File: config.mk
export PLATFORM = sky130hd
export DESIGN_NAME = div_ctrl
export DESIGN_NICKNAME = d
export VERILOG_FILES = /design/src/rtl/div_ctrl_pkg.sv /design/src/rtl/div_cache.sv /design/src/rtl/div_ctrl.sv
export SDC_FILE = /design/constraint.sdc
export NUM_CORES = 1
export LEC_CHECK = 0
export ABC_CLOCK_PERIOD_IN_PS = 3290
export BUFFER_PORTS_ARGS = -buffer_cell sky130_fd_sc_hd__buf_2
export CORE_ASPECT_RATIO = 2
export CORE_MARGIN = 2
export CORE_UTILIZATION = 55
export DETAILED_ROUTE_END_ITERATION = 8
export GPL_ROUTABILITY_DRIVEN = 0
export PLACE_DENSITY = 0.82
export SLEW_MARGIN = 20
export SYNTH_ARGS = -nofsm -noshare
export SYNTH_HDL_FRONTEND = slang
export SYNTH_HIERARCHICAL = 1
export SYNTH_SLANG_ARGS = --single-unit
File: constraint.sdc
create_clock -name clk -period 3.29 [get_ports clk]
set_input_delay 0.329 -clock clk [delete_from_list [all_inputs] [get_ports clk]]
set_output_delay 0.329 -clock clk [all_outputs]
set_load 0.01 [all_outputs]
File: src/rtl/div_ctrl_pkg.sv
// Shared widths, funct encodings and FSM states for the EX-stage divide sequencer.
package div_ctrl_pkg;

  localparam int DATA_BUS  = 32;
  localparam int FUNCT_BUS = 3;

  localparam logic [FUNCT_BUS-1:0] FUNCT_DIV  = 3'b100;
  localparam logic [FUNCT_BUS-1:0] FUNCT_DIVU = 3'b101;
  localparam logic [FUNCT_BUS-1:0] FUNCT_REM  = 3'b110;
  localparam logic [FUNCT_BUS-1:0] FUNCT_REMU = 3'b111;

  localparam logic [DATA_BUS-1:0] SIGNED_MIN = 32'h8000_0000;
  localparam logic [DATA_BUS-1:0] ALL_ONES   = 32'hFFFF_FFFF;

  typedef enum logic [1:0] {
    IDLE = 2'd0,
    BUSY = 2'd1,
    DONE = 2'd2
  } state_t;

  // DIV and REM are signed; the U variants have funct[0] set.
  function automatic logic is_signed_op(input logic [FUNCT_BUS-1:0] f);
    return ~f[0];
  endfunction

  // REM/REMU have funct[1] set and return the remainder.
  function automatic logic [DATA_BUS-1:0] pick_result(input logic [FUNCT_BUS-1:0] f,
                                                      input logic [DATA_BUS-1:0]  quo,
                                                      input logic [DATA_BUS-1:0]  rem);
    return f[1] ? rem : quo;
  endfunction

endpackage

File: src/rtl/div_cache.sv
// One-entry cache of the last divider result, tagged by operands and signedness.
module div_cache
  import div_ctrl_pkg::*;
(
  input  logic                clk,
  input  logic                rst_n,
  input  logic                i_wr_en,
  input  logic [DATA_BUS-1:0] i_wr_op1,
  input  logic [DATA_BUS-1:0] i_wr_op2,
  input  logic                i_wr_signed,
  input  logic [DATA_BUS-1:0] i_wr_quo,
  input  logic [DATA_BUS-1:0] i_wr_rem,
  input  logic [DATA_BUS-1:0] i_lk_op1,
  input  logic [DATA_BUS-1:0] i_lk_op2,
  input  logic                i_lk_signed,
  output logic                o_hit,
  output logic [DATA_BUS-1:0] o_quo,
  output logic [DATA_BUS-1:0] o_rem
);

  logic                r_valid;
  logic                r_signed;
  logic [DATA_BUS-1:0] r_op1;
  logic [DATA_BUS-1:0] r_op2;
  logic [DATA_BUS-1:0] r_quo;
  logic [DATA_BUS-1:0] r_rem;

  // Only reset clears the valid bit; writes simply replace the entry.
  always_ff @(posedge clk or negedge rst_n) begin
    if (!rst_n) begin
      r_valid  <= 1'b0;
      r_signed <= 1'b0;
      r_op1    <= '0;
      r_op2    <= '0;
      r_quo    <= '0;
      r_rem    <= '0;
    end else if (i_wr_en) begin
      r_valid  <= 1'b1;
      r_signed <= i_wr_signed;
      r_op1    <= i_wr_op1;
      r_op2    <= i_wr_op2;
      r_quo    <= i_wr_quo;
      r_rem    <= i_wr_rem;
    end
  end

  assign o_hit = r_valid && (r_op1 == i_lk_op1) && (r_op2 == i_lk_op2)
                 && (r_signed == i_lk_signed);
  assign o_quo = r_quo;
  assign o_rem = r_rem;

endmodule

File: src/rtl/div_ctrl.sv
// Multi-cycle sequencer in front of the combinational Divider: holds operands,
// stalls the pipe, and short-circuits div-by-zero, overflow and repeated operands.
module div_ctrl
  import div_ctrl_pkg::*;
#(
  parameter int DIV_CYCLES = 4
) (
  input  logic                 clk,
  input  logic                 rst_n,
  input  logic                 flush,
  input  logic                 ex_valid,
  input  logic                 div_en,
  input  logic [FUNCT_BUS-1:0] funct,
  input  logic [DATA_BUS-1:0]  operand_1,
  input  logic [DATA_BUS-1:0]  operand_2,
  output logic [DATA_BUS-1:0]  div_operand_1,
  output logic [DATA_BUS-1:0]  div_operand_2,
  output logic [FUNCT_BUS-1:0] div_funct,
  output logic                 div_start,
  input  logic [DATA_BUS-1:0]  div_quo,
  input  logic [DATA_BUS-1:0]  div_rem,
  output logic                 stall_req,
  output logic [DATA_BUS-1:0]  result,
  output logic                 result_valid,
  output logic [1:0]           o_dbg_state
);

  localparam logic [3:0] CNT_INIT = 4'(DIV_CYCLES - 1);

  state_t               r_state;
  state_t               w_state_nxt;
  logic [3:0]           r_cnt;
  logic [3:0]           w_cnt_nxt;
  logic [DATA_BUS-1:0]  r_op1;
  logic [DATA_BUS-1:0]  r_op2;
  logic [FUNCT_BUS-1:0] r_funct;
  logic [DATA_BUS-1:0]  r_result;

  logic                 w_start;
  logic                 w_signed;
  logic                 w_div0;
  logic                 w_ovf;
  logic                 w_hit;
  logic                 w_cache_wr;
  logic [DATA_BUS-1:0]  w_cache_quo;
  logic [DATA_BUS-1:0]  w_cache_rem;
  logic                 w_load;
  logic                 w_set_res;
  logic [DATA_BUS-1:0]  w_quo_nxt;
  logic [DATA_BUS-1:0]  w_rem_nxt;
  logic [FUNCT_BUS-1:0] w_res_funct;

  // rst_n gates start so a request held during reset never raises stall_req.
  assign w_start  = (r_state == IDLE) && ex_valid && div_en && !flush && rst_n;
  assign w_signed = is_signed_op(funct);
  assign w_div0   = (operand_2 == '0);
  assign w_ovf    = w_signed && (operand_1 == SIGNED_MIN) && (operand_2 == ALL_ONES);

  // Only a completed divider run fills the cache, never a fast-path result.
  assign w_cache_wr = (r_state == BUSY) && (r_cnt == 4'd0) && !flush;

  div_cache u_cache (
    .clk         (clk),
    .rst_n       (rst_n),
    .i_wr_en     (w_cache_wr),
    .i_wr_op1    (r_op1),
    .i_wr_op2    (r_op2),
    .i_wr_signed (is_signed_op(r_funct)),
    .i_wr_quo    (div_quo),
    .i_wr_rem    (div_rem),
    .i_lk_op1    (operand_1),
    .i_lk_op2    (operand_2),
    .i_lk_signed (w_signed),
    .o_hit       (w_hit),
    .o_quo       (w_cache_quo),
    .o_rem       (w_cache_rem)
  );

  always_comb begin
    w_state_nxt = r_state;
    w_cnt_nxt   = r_cnt;
    w_load      = 1'b0;
    w_set_res   = 1'b0;
    w_quo_nxt   = '0;
    w_rem_nxt   = '0;
    w_res_funct = r_funct;
    case (r_state)
      IDLE: begin
        if (w_start) begin
          w_load      = 1'b1;
          w_res_funct = funct;
          if (w_div0) begin
            w_quo_nxt   = ALL_ONES;
            w_rem_nxt   = operand_1;
            w_set_res   = 1'b1;
            w_state_nxt = DONE;
          end else if (w_ovf) begin
            w_quo_nxt   = SIGNED_MIN;
            w_rem_nxt   = '0;
            w_set_res   = 1'b1;
            w_state_nxt = DONE;
          end else if (w_hit) begin
            w_quo_nxt   = w_cache_quo;
            w_rem_nxt   = w_cache_rem;
            w_set_res   = 1'b1;
            w_state_nxt = DONE;
          end else begin
            w_cnt_nxt   = CNT_INIT;
            w_state_nxt = BUSY;
          end
        end
      end
      BUSY: begin
        if (flush) begin
          w_cnt_nxt   = 4'd0;
          w_state_nxt = IDLE;
        end else if (r_cnt != 4'd0) begin
          w_cnt_nxt = r_cnt - 4'd1;
        end else begin
          w_quo_nxt   = div_quo;
          w_rem_nxt   = div_rem;
          w_set_res   = 1'b1;
          w_state_nxt = DONE;
        end
      end
      DONE:    w_state_nxt = IDLE;
      default: w_state_nxt = IDLE;
    endcase
  end

  always_ff @(posedge clk or negedge rst_n) begin
    if (!rst_n) begin
      r_state  <= IDLE;
      r_cnt    <= 4'd0;
      r_op1    <= '0;
      r_op2    <= '0;
      r_funct  <= '0;
      r_result <= '0;
    end else begin
      r_state <= w_state_nxt;
      r_cnt   <= w_cnt_nxt;
      if (w_load) begin
        r_op1   <= operand_1;
        r_op2   <= operand_2;
        r_funct <= funct;
      end
      if (w_set_res) r_result <= pick_result(w_res_funct, w_quo_nxt, w_rem_nxt);
    end
  end

  assign div_operand_1 = r_op1;
  assign div_operand_2 = r_op2;
  assign div_funct     = r_funct;
  assign div_start     = (r_state == BUSY);
  assign stall_req     = (w_start || (r_state == BUSY)) && !flush;
  assign result_valid  = (r_state == DONE) && !flush;
  assign result        = r_result;
  assign o_dbg_state   = r_state;

endmodule

* Word-level counts from Yosys, hierarchy flattened *
Cells that the tools add are included.

operators by class
  multiplexer cells = 40
  reduce and logical (&&, ||, !) cells = 22
  bitwise operators = 2
  $add $sub $neg = 1
  equal/unequal tests = 13

operator list
  operator                number
  $mux W32                13
  $pmux W32 S2            2
  $eq A32 B32 Y1          2
  $eq A32 B32 Y1 const B  2
  $logic_not A32 Y1       1
  $mux W4                 6
  $mux W2                 8
  $logic_and A1 B1 Y1     13
  $mux W1                 8
  $ne A2 B2 Y1 const B    4
  $pmux W4 S2             1
  $reduce_and A6 Y1       1
  $logic_not A4 Y1        1
  $pmux W2 S2             1
  $reduce_bool A4 Y1      1
  $sub A4 B1 Y4 const B   1
  $ne A3 B2 Y1 const B    1
  $ne A3 B3 Y1 const B    1
  $eq A2 B1 Y1 const B    1
  $eq A2 B2 Y1 const B    1
  $logic_not A2 Y1        1
  $not A1 Y1              2
  $pmux W1 S2             1
  $reduce_and A2 Y1       1
  4 further kinds         4

storage, ports and cells
  logic and storage cells = 90
  output and inout bits = 104
  bits in registers = 235
  input port bits = 136

* Depth between registers and ports, before layout *
  depth after elaboration = 10
  gate-level depth with buffers = 11
  gate-level depth less buffers = 11

* Cells and area by module *
Netlist, hierarchy kept.

by module, submodules not included
  module     times used  cells an instance  area each (um2)  sequential area each (um2)
  div_ctrl   1           659                5672.9           2627.5
  div_cache  1           398                5582.9           3253.1

* Worst setup path before layout *
No wires, ideal clock.

  path type = register -> register
  from = register r_cnt[0]
  to = register u_cache.r_op1[11]
  data arrival time = 2.763 ns
  setup time = 0.125 ns
  buffers on the path = 5
  path slack = 0.403 ns
  cell stages (with the launch flop) = 11
  required time = 3.165 ns
  period minus slack after synthesis = 2.887 ns
  cells stage by stage = dfrtp_1 -> inv_1 -> ha_1 -> nor3b_1 -> and2_1 -> clkbuf_1 -> clkbuf_1 -> buf_2 -> buf_2 -> buf_2 -> mux2_2

between the ends
  word-level cells in the longest chain between the ends = 3

ends and longest elaborated chain
  element                           RTL line         source
  start, declared                   div_ctrl.sv:32   logic [3:0] r_cnt;
  start signal, assigned            div_ctrl.sv:141  r_cnt <= w_cnt_nxt;
  $logic_not A4 Y1                  div_ctrl.sv:60   assign w_cache_wr = (r_state == BUSY) && (r_cnt == 4'd0) && !flush;
  $logic_and A1 B1 Y1 (2 in a row)  div_ctrl.sv:60
  named net w_cache_wr              div_ctrl.sv:44   logic w_cache_wr;
  end signal, assigned              div_cache.sv:40  r_op1 <= i_wr_op1;
  end, declared                     div_cache.sv:23  logic [DATA_BUS-1:0] r_op1;

The timed path passes the listed nets, and every way through them passes these cells.
A chain may end at the register's enable or synchronous reset.

* Worst setup path in the final report *
  from = register u_cache.r_op1[7]
  to = register r_result[31], in the netlist result[31]

between the ends
  word-level cells in the longest chain between the ends = 10
  elaborated cells on any way between the ends = 20
  classes of those cells = eq/ne (1); mux (16); reduce/logical (3)

ends and longest elaborated chain
  element                               RTL line            source
  $eq A32 B32 Y1 (*)                    div_cache.sv:47     assign o_hit = r_valid && (r_op1 == i_lk_op1) && (r_op2 == i_lk_op2)
  $logic_and A1 B1 Y1 (*) (2 in a row)  div_cache.sv:47
  $logic_and A1 B1 Y1 (*)               div_cache.sv:48     && (r_signed == i_lk_signed);
  named net w_hit                       div_ctrl.sv:43      logic w_hit;
  $mux W32                              div_ctrl.sv:102     end else if (w_hit) begin
  $mux W32                              div_ctrl.sv:97      end else if (w_ovf) begin
  $mux W32                              div_ctrl.sv:92      if (w_div0) begin
  $mux W32                              div_ctrl.sv:89      if (w_start) begin
  $pmux W32 S2                          div_ctrl.sv:87      case (r_state)
  $mux W32                              div_ctrl_pkg.sv:30  return f[1] ? rem : quo;
  end signal, assigned                  div_ctrl.sv:147     if (w_set_res) r_result <= pick_result(w_res_funct, w_quo_nxt, w_rem_nxt);
  end, declared                         div_ctrl.sv:37      logic [DATA_BUS-1:0] r_result;

The timed path passes the listed nets; every way through them passes the cells marked *.

==> impl_metrics.env <==
export IMPL_status="finished, final reports clean"
export IMPL_synth_warning_count=6
export IMPL_synth_ff_type="dfrtp_1"
export IMPL_leakage_nw=6.51
export IMPL_hpwl_mm=26.1
export IMPL_syn_nets=1194
export IMPL_clkSlewWorstSetupHoldPaths_ns=0.07
export IMPL_finClkSkew_ns=0.0143
export IMPL_track_usage_pct=32.4
export IMPL_clkPwrFrac_pct=27.8
export IMPL_coreArea_mm2=0.0203
export IMPL_wl_mm=35.6
export IMPL_postCtsSetupBuffers=0
export IMPL_die_area_mm2=0.0217
export IMPL_drtAntennaViolNets=0
export IMPL_die_h_um=206
export IMPL_grt_setup_unrepaired="false"
export IMPL_crit_chain="xnor2_1 -> nand4_1 -> nor4_1 -> nand4_1 -> nor4_2 -> buf_4 -> o2111ai_2 -> buf_4 -> o21ai_0 -> a32o_1"
export IMPL_fin_setup_tns_ns=0
export IMPL_min_period_ns=2.85
export IMPL_peakVddDrop_mv=0.571
export IMPL_grt_pass1_wl_mm=53.9
export IMPL_synthAdderAreaFrac_pct=0.111
export IMPL_fmax_ghz=0.350
export IMPL_cellPowerDensity_mw_per_mm2=716
export IMPL_cts_buffer_depth=3
export IMPL_grt_max_degree=81
export IMPL_hold_viol_final=0
export IMPL_netlist_area_mm2=0.0113
export IMPL_syn_area_per_cell_um2=10.6
export IMPL_ys_seq_elements=235
export IMPL_viasPerCell=6.23
export IMPL_start_kind="flip-flop"
export IMPL_fp_dieW_um=105
export IMPL_worstSetupPathType="flip-flop to flip-flop"
export IMPL_drive_above_1_share_pct=34.4
export IMPL_dr_first_iter_drc_count=778
export IMPL_drv_slew=0
export IMPL_firstDrtPassIters=6
export IMPL_setup_viol=0
export IMPL_synth_top_area_share_pct=52.2
export IMPL_p_sw_share_pct=31.9
export IMPL_n_antenna_cell=0
export IMPL_timing_final_crit_share_pct=86.7
export IMPL_cts_resized=0
export IMPL_io_buffer_count=239
export IMPL_synthTopCellsByArea="dfrtp_1 52%, mux2_2 12%, nand2_1 7.5%"
export IMPL_hold_buffers=0
export IMPL_cts_tree="done"
export IMPL_muxShareOfSynthArea_pct=11.8
export IMPL_cts_htree_levels=1
export IMPL_slew_headroom_pct=27.1
export IMPL_synthToLayoutAreaGrowth_pct=20.8
export IMPL_synth_top_area_cell="dfrtp_1"
export IMPL_ios=240
export IMPL_fin_area_mm2=0.0136
export IMPL_cts_sinks=235
export IMPL_synth_distinct_cells=58
export IMPL_crit_arrival_ns=3.31
export IMPL_antenna_found_initial=0
export IMPL_endpoint_kind="flip-flop"
export IMPL_cts_buffers=22
export IMPL_drc=0
export IMPL_worst_skew_pair_late_latency_ns=0.52
export IMPL_layout_nets=1424
export IMPL_crit_required_ns=3.74
export IMPL_synth_most_common_cell="dfrtp_1"
export IMPL_hp_class="input pin to flip-flop"
export IMPL_p_sw_mw=3.11
export IMPL_yosys_top_cells_count="235 x dfrtp_1, 224 x nand2_1, 117 x mux2_2"
export IMPL_max_stage_delay_ns=0.41
export IMPL_row_count=74
export IMPL_synth_top_family_by_area="simple AND/OR/NAND/NOR gates"
export IMPL_synth_async_reset_ratio_pct=100
export IMPL_cp_slowest_cell="nor4_2"
export IMPL_synth_edff_count=0
export IMPL_crit_fanout=12
export IMPL_nFillCells=1578
export IMPL_grt_pass1_vias=9757
export IMPL_synthSimpleGateAreaFrac_pct=14.1
export IMPL_placed_cell_area_mm2=0.0128
export IMPL_vias=9756
export IMPL_wl_per_cell_um=22.7
export IMPL_pwr_share_seq_pct=45.7
export IMPL_worst_pin_slew_ns=1.09
export IMPL_root_buffer="clkbuf_16"
export IMPL_grt_ovfl_total=0
export IMPL_synth_compound_area_share_pct=13.9
export IMPL_drv_cap=0
export IMPL_seq_area_frac_synth_pct=52.2
export IMPL_synthXorXnorAreaFrac_pct=3.33
export IMPL_initial_core_util_pct=55.5
export IMPL_p_comb_share_pct=26.5
export IMPL_synthCells=1057
export IMPL_final_util_pct=67.0
export IMPL_p_int_mw=6.63
[routing by layer]
| layer | up-vias | GRT usage [%] | part of all wire, % | wire, µm |
|---|---|---|---|---|
| li1 | 4236 | - | - | - |
| met1 | 4743 | 35.7 | 33 | 11900 |
| met2 | 585 | 56.1 | 50 | 17900 |
| met3 | 192 | 4.19 | 6.9 | 2450 |
| met4 | 0 | 25.4 | 9.4 | 3330 |
| met5 | - | 0 | 0 | 0 |
[power by group through the flow]
| stage | Combinational [mW] | Clock [mW] | Sequential [mW] |
|---|---|---|---|
| after floorplan | 1.50 | 0 | 4.40 |
| after global placement | 2.46 | 0 | 4.43 |
| after detailed placement | 2.54 | 0 | 4.47 |
| after CTS | 2.56 | 2.75 | 4.43 |
| after global routing | 2.79 | 2.85 | 4.54 |
| final | 2.58 | 2.71 | 4.45 |
[flip-flops by register name, summed over array words and instances (netlist names)]
signal	count
div_operand_1	32
div_operand_2	32
u_cache/o_quo	32
u_cache/r_op1	32
o_dbg_state	2
u_cache/r_valid	1
result	32
r_cnt	4
u_cache/o_rem	32
div_funct	3
u_cache/r_op2	32
u_cache/r_signed	1
[worst paths after layout]
| kind | start | to | slack [ns] | depth (start not counted) |
|---|---|---|---|---|
| max in group asynchronous | rst_n | u_cache/r_op1[12] | 1.30 | 4 |
| setup / recovery | u_cache/r_op1[7] | result[31] | 0.44 | 10 |
| setup reg to reg | u_cache/r_op1[7] | result[31] | 0.44 | 10 |
| min in group asynchronous | rst_n | u_cache/o_quo[26] | 0.54 | 3 |
| hold reg to reg | div_funct[2] | div_funct[2] | 0.48 | 2 |
| hold / removal | funct[2] | div_funct[2] | 0.02 | 3 |
[per-stage QoR]
stage | setup slack (ns) | instances | hold WS, ns | total power, mW
final | 0.436 | 1567 | 0.0156 | 9.74
after global routing | 0.290 | 1567 | 0.0136 | 10.2
after CTS | 0.525 | 1566 | 0.00357 | 9.73
after detailed placement | 0.454 | 1528 | 0.463 | 7.02
after global placement | 0.458 | 1528 | 0.450 | 6.88
after floorplan | 0.403 | 1057 | 0.0334 | 5.90
[cell usage in the layout, fill, tap and decap left out, types with 27 or more instances in the layout]
cell,instances
a221o_1,30
a22o_1,33
a31oi_1,32
buf_2,238
dfrtp_1,235
inv_1,58
mux2_2,117
nand2_1,223
nor4_1,27
o21ai_0,46
o2bb2ai_1,34
[worst max-delay path: cells and delay by family, from the launching register on]
kind | cells | cell delay (ns)
AOI/OAI and AO/OA | 3 | 0.57
buffers and inverters | 2 | 0.45
and+or+nand+nor | 4 | 1.02
DFF | 1 | 0.39
xor gates and xnor gates | 1 | 0.37
[cell type report]
| type | count | area, µm² | area share [%] |
|---|---|---|---|
| flip-flops and latches | 235 | 5880 | 43.3 |
| multi-input cells | 698 | 4910 | 36.1 |
| clock inverters | 8 | 101 | 0.746 |
| well taps | 266 | 333 | 2.45 |
| clock buffers | 30 | 672 | 4.94 |
| repair buffers | 269 | 1470 | 10.8 |
| inverters | 61 | 229 | 1.68 |
[cell families (layout without fill, tap and decap cells)]
logic type                 Yosys count  in the layout
adders and majority gates            1              1
muxes                              118            118
AOI/OAI and AO/OA                  208            208
xor gates and xnor gates            42             42
buffers and inverters              124            368
DFF                                235            235
and+or+nand+nor                    329            329
No activity file was read; power rests on OpenSTA's default activity.
